$ cat config.mk
export PLATFORM = sky130hd
export DESIGN_NAME = imme_ext_pipe
export DESIGN_NICKNAME = d
export VERILOG_FILES = /design/src/rtl/imme_ext_pipe.sv
export SDC_FILE = /design/constraint.sdc
export NUM_CORES = 1
export LEC_CHECK = 0
export CORE_ASPECT_RATIO = 0.75
export CORE_MARGIN = 5
export CORE_UTILIZATION = 53
export DETAILED_ROUTE_END_ITERATION = 7
export PLACE_DENSITY = 0.8
export SYNTH_ARGS = -nofsm -noshare
export SYNTH_HDL_FRONTEND = slang
export SYNTH_SLANG_ARGS = --single-unit
$ cat constraint.sdc
create_clock -name clk -period 3.2 [get_ports clk]
set_input_delay 0.64 -clock clk [delete_from_list [all_inputs] [get_ports clk]]
set_output_delay 0.64 -clock clk [all_outputs]
set_load 0.01 [all_outputs]
$ cat src/rtl/imme_ext_pipe.sv
// -----------------------------------------------------------------------------
// imme_ext_pipe
//
// Immediate extension unit for the MIPS decode stage. Each accepted immediate
// is extended to DATA_SIZE bits using one of four rules, selected by i_mode:
//   00 sign   : replicate the immediate MSB into the upper bits
//   01 zero   : fill the upper bits with zeros
//   10 upper  : {imme, zeros}  (LUI form)
//   11 branch : sign-extend, then shift left by 2 (word offset)
// The extended value and its sideband tag are stored in a 2-entry FIFO. The
// head entry drives e_imme/o_tag and the skid entry absorbs one extra entry
// when the consumer stalls. Because extension happens before storage, the
// output path is a plain register.
//
// Configuration macro: IMME_EXT_BRANCH_EN
//   defined     : mode 11 applies the branch-offset rule (sign-extend, << 2)
//   not defined : no shifter is built and mode 11 behaves exactly as mode 00
//
// Parameters:
//   IMME_SIZE  raw immediate width (2 <= IMME_SIZE < DATA_SIZE)
//   DATA_SIZE  extended output width
//   TAG_SIZE   sideband tag width (>= 1), passed through unchanged
//
// Ports:
//   clk      rising-edge clock
//   rst      asynchronous active-high reset
//   flush    synchronous squash of all buffered entries (beats accept/pop)
//   i_valid  input entry present
//   i_ready  unit can accept (registered)
//   i_imme   raw immediate
//   i_mode   extension rule select
//   i_tag    sideband tag
//   o_valid  head entry present
//   o_ready  consumer accepts the head entry
//   e_imme   extended immediate of the head entry
//   o_tag    tag of the head entry
//   o_count  number of buffered entries, 0..2
// -----------------------------------------------------------------------------
module imme_ext_pipe #(
  parameter int IMME_SIZE = 16,
  parameter int DATA_SIZE = 32,
  parameter int TAG_SIZE  = 5
) (
  input  logic                 clk,
  input  logic                 rst,
  input  logic                 flush,
  input  logic                 i_valid,
  output logic                 i_ready,
  input  logic [IMME_SIZE-1:0] i_imme,
  input  logic [1:0]           i_mode,
  input  logic [TAG_SIZE-1:0]  i_tag,
  output logic                 o_valid,
  input  logic                 o_ready,
  output logic [DATA_SIZE-1:0] e_imme,
  output logic [TAG_SIZE-1:0]  o_tag,
  output logic [1:0]           o_count
);

  localparam int EXT_SIZE = DATA_SIZE - IMME_SIZE;

  typedef enum logic [1:0] {
    MODE_SIGN   = 2'b00,
    MODE_ZERO   = 2'b01,
    MODE_UPPER  = 2'b10,
    MODE_BRANCH = 2'b11
  } mode_e;

  // ---------------------------------------------------------------------------
  // Extension, evaluated on the input side so stored entries are final values.
  // ---------------------------------------------------------------------------
  logic [DATA_SIZE-1:0] sext;
  logic [DATA_SIZE-1:0] ext;

  assign sext = {{EXT_SIZE{i_imme[IMME_SIZE-1]}}, i_imme};

  // NOTE: every output of a combinational block gets a default first so no
  // path through the case leaves it unassigned, which would infer a latch.
  always_comb begin
    ext = sext;
    case (mode_e'(i_mode))
      MODE_SIGN:   ext = sext;
      MODE_ZERO:   ext = {{EXT_SIZE{1'b0}}, i_imme};
      MODE_UPPER:  ext = {i_imme, {EXT_SIZE{1'b0}}};
`ifdef IMME_EXT_BRANCH_EN
      // Bits shifted past the top are discarded; low two bits become zero.
      MODE_BRANCH: ext = {sext[DATA_SIZE-3:0], 2'b00};
`else
      MODE_BRANCH: ext = sext;
`endif
      default:     ext = sext;
    endcase
  end

  // ---------------------------------------------------------------------------
  // 2-entry FIFO: head (drives outputs) and skid (second entry).
  // ---------------------------------------------------------------------------
  logic [DATA_SIZE-1:0] head_data, skid_data;
  logic [TAG_SIZE-1:0]  head_tag,  skid_tag;
  logic [1:0]           count_q, count_next;
  logic                 ready_q;
  logic                 push, pop;

  assign push = i_valid && ready_q;
  assign pop  = (count_q != 2'd0) && o_ready;

  always_comb begin
    count_next = count_q;
    case ({push, pop})
      2'b10:   count_next = count_q + 2'd1;
      2'b01:   count_next = count_q - 2'd1;
      default: count_next = count_q;  // idle, or accept+pop: occupancy unchanged
    endcase
    if (flush) count_next = 2'd0;
  end

  // NOTE: sequential state uses non-blocking assignments so every register
  // samples the pre-edge values of the others, independent of statement order.
  always_ff @(posedge clk or posedge rst) begin
    if (rst) begin
      count_q <= 2'd0;
      ready_q <= 1'b1;
    end else begin
      count_q <= count_next;
      // i_ready is a register loaded from the next occupancy, so it never
      // depends combinationally on o_ready.
      ready_q <= (count_next < 2'd2);
    end
  end

  // NOTE: the two data registers are reset because e_imme/o_tag must read
  // zero out of reset; flush leaves them alone since o_valid masks them.
  always_ff @(posedge clk or posedge rst) begin
    if (rst) begin
      head_data <= '0;
      head_tag  <= '0;
      skid_data <= '0;
      skid_tag  <= '0;
    end else begin
      if (pop) begin
        if (count_q == 2'd2) begin
          // Skid moves up; no accept is possible while full.
          head_data <= skid_data;
          head_tag  <= skid_tag;
        end else if (push) begin
          // Single entry popped and replaced in the same cycle.
          head_data <= ext;
          head_tag  <= i_tag;
        end
      end else if (push) begin
        if (count_q == 2'd0) begin
          head_data <= ext;
          head_tag  <= i_tag;
        end else begin
          skid_data <= ext;
          skid_tag  <= i_tag;
        end
      end
    end
  end

  assign i_ready = ready_q;
  assign o_valid = (count_q != 2'd0);
  assign o_count = count_q;
  assign e_imme  = head_data;
  assign o_tag   = head_tag;

endmodule

==> impl_metrics.toml <==
[synthesis]
yosys.area.top_type = "dfrtp_1"
syn_avg_cell_area_um2 = 12.7
yosysTopAreaCellShare = 0.482
synth_commonest_cells = "mux2_2 (83), dfrtp_1 (76), nor2_1 (19)"
synth-edff-count = 0
ys.flop_type = "dfrtp_1"
synth-seq-cells = 77
synth_nets = 343
seq_area_frac_synth = 0.489
synthCells = 310
async_flop_share = 1.00
syn_area_um2 = 3940
yosysWarnings = 0
synthDistinctLibCells = 33
netlist_top_cells_area = "dfrtp_1 (48%), mux2_2 (24%), nand4b_1 (3.6%), mux2_1 (3.4%), o21a_1 (3.0%)"
yosysMostFrequentCell = "mux2_2"

[timing]
hold_viol = 0
timing.fmax_mhz = 396
slew_headroom = 0.551
period_share = 0.789
worstMarginPinSlew_ns = 0.673
min_period_ns = 2.52
slew_violations = 0
fin_ws_ns = 0.676
rsz0062_at_grt = "false"
tns_ns = 0
fin_worst_skew_ns = 0.00614
setup_viol = 0

[worst_setup_path]
crit_chain = "or2_1 > clkdlybuf4s50_1"
reg2reg_slack_ns = 0.84
critPathKind = "reg -> out"
required_ns = 2.56
cpPeakStageDelay_ns = 0.78
path_max_fanout = 24
crit_arrival_ns = 1.88
endpoint_kind = "output pin"
reg2reg_from = "o_count[0]"
worstSetupStartpointType = "flip-flop"
cp_slowest_cell = "dfrtp_1"
rr_endpoint = "e_imme[31]"
r2r.worst_path.cells = 7

[min_path]
hold_path_end = "skid_data[12]"
hp-class = "reg -> reg"
min_path_cells = 1
min_from = "skid_data[12]"

[clock_network]
cts_made_buffers = 9
clock-root-buffer = "clkbuf_8"
cts_tree = "built"
cts.clk_slew.worst_paths_ns = 0.07
htreeDepth = 3
post-cts-setup-buffer-count = 0
ctsLongestPathBuffers = 2
holdBufCountCts = 0
clock_latency_ns = 0.35
cts.repair.resized = 0
cts_sinks = 77

[power_and_ir_drop]
clock_power_share = 0.201
power_switching_mw = 1.16
switching_share = 0.294
p_int_mw = 2.79
combPwrFrac = 0.383
leakagePower_nw = 2.11
powerDensity_nw_per_um2 = 807
seq_power_share = 0.416
vdd_drop_max_mv = 0.502

[grt]
grt_busiest_layer = "met2"
grt_util_met2 = 0.291
grt_max_degree = 38
antenna_found_initial = 0
grt_use_met1 = 0.271
globalRouteOverflowTotal = 0
grt_util_met3 = 0.0576
grt_pass1_vias = 2795
grt_usage = 0.191
grt_pass1_wl_mm = 14.1

[routing]
drt-initial-drc-count = 178
drt-vias-per-instance = 5.70
firstDrtPassIters = 4
antenna_left = 0
wl_mm = 8.47
detail_route.wl_per_cell_um = 17.8
vias = 2715
drc = 0

[final_layout]
nFillCells = 588
fin_area_um2 = 4910
multiInputGateArea_um2 = 1830
fin_util = 0.672
syn_to_final_growth_pct = 24.4
drive_gt1_frac = 0.301
nets = 404
seq_area_um2 = 1930
diodes = 0

[die]
core_area_um2 = 7300
dieArea_um2 = 9280
start_util = 0.540
rows = 27
chipWidth_um = 110
boundaryPins = 69
die_h_um = 84.7

[place]
portBuffers = 68
placed_cell_area_um2 = 4690
gp_congestion = 0.738
place_ws_ns = 0.637
dpl.hpwl_mm = 5.73

[run]
maxCapViolCount = 0

[status]
outcome = "complete, no violations"
logic make-up after synthesis:
logic type               Yosys count  share of synthesized area
XOR/XNOR                           1                    0.00222
adder cells (fa/ha/maj)            5                     0.0159
AND/OR/NAND/NOR                   45                     0.0708
AO/OA/AOI/OAI                     51                     0.0997
multiplexers                      96                      0.274
buffers and inverters             35                     0.0486
flip-flops                        77                      0.489
through the flow:
| stage | hold slack (ns) | power [mW] | cells |
|---|---|---|---|
| 3_3_place_gp | 0.464 | 3.13 | 461 |
| 3_5_place_dp | 0.476 | 3.19 | 461 |
| 2_1_floorplan | 0.454 | 2.49 | 310 |
| 5_1_grt | 0.508 | 4.18 | 476 |
| 6_report | 0.490 | 3.96 | 476 |
| 4_1_cts | 0.493 | 4.00 | 476 |
critical path, delay by kind of cell, from the launching register on:
kind | cells | cell delay (ns)
buffers and inverters | 1 | 0.54
flip-flops | 1 | 0.78
AND/OR/NAND/NOR | 1 | 0.22
sequential cells by signal, summed over array words and instances (netlist names):
signal     cells
e_imme        32
skid_tag       5
i_ready        1
o_count        2
skid_data     32
o_tag          5
layer usage:
metal,share of wire,up-vias
met5,0,-
met3,0.065,6
met2,0.47,68
met4,0.0051,0
li1,-,1253
met1,0.46,1388
placed cells by master, fill, tap and decap left out:
| cell | instances |
|---|---|
| a21o_1 | 1 |
| a21oi_1 | 1 |
| a22oi_1 | 15 |
| a31oi_4 | 1 |
| and2_1 | 1 |
| and3b_1 | 1 |
| buf_12 | 2 |
| buf_4 | 9 |
| bufinv_16 | 2 |
| clkbuf_8 | 10 |
| clkdlybuf4s50_1 | 68 |
| clkinv_2 | 3 |
| dfrtp_1 | 76 |
| dfstp_2 | 1 |
| ha_1 | 5 |
| inv_1 | 5 |
| inv_2 | 1 |
| mux2_1 | 12 |
| mux2_2 | 83 |
| mux2i_1 | 1 |
| nand2_1 | 1 |
| nand3_1 | 1 |
| nand3b_1 | 1 |
| nand4b_1 | 16 |
| nand4bb_1 | 1 |
| nor2_1 | 19 |
| nor3_1 | 1 |
| nor3b_2 | 1 |
| o21a_1 | 16 |
| o21ai_0 | 1 |
| o31ai_1 | 15 |
| o41ai_1 | 1 |
| or2_1 | 1 |
| or3_1 | 1 |
| xnor2_1 | 1 |
area by class of cell:
class,instances,area share
clock inverter,5,0.0153
clock buffer,10,0.0281
tap,101,0.0258
inverter,6,0.00459
sequential,77,0.393
multi-input combinational,198,0.373
timing repair buffer,79,0.161
power groups by stage:
stage          combinational (mW)  clock (mW)  sequential (mW)
6_report                     1.51       0.794             1.65
5_1_grt                      1.63       0.850             1.71
4_1_cts                      1.54       0.809             1.65
3_5_place_dp                 1.53           0             1.66
3_3_place_gp                 1.49           0             1.64
2_1_floorplan               0.783           0             1.71
worst max-delay path by stage:
stage | from | endpoint | cells past startpoint
finish | o_count[0] | o_valid | 2
detailed placement | i_mode[0] | e_imme[28] | 5
global placement | i_mode[0] | e_imme[2] | 7
global route | o_count[0] | o_valid | 2
CTS | o_count[0] | o_valid | 2
floorplan | rst | e_imme[0] | 1
(Power assumes the default switching activity.)
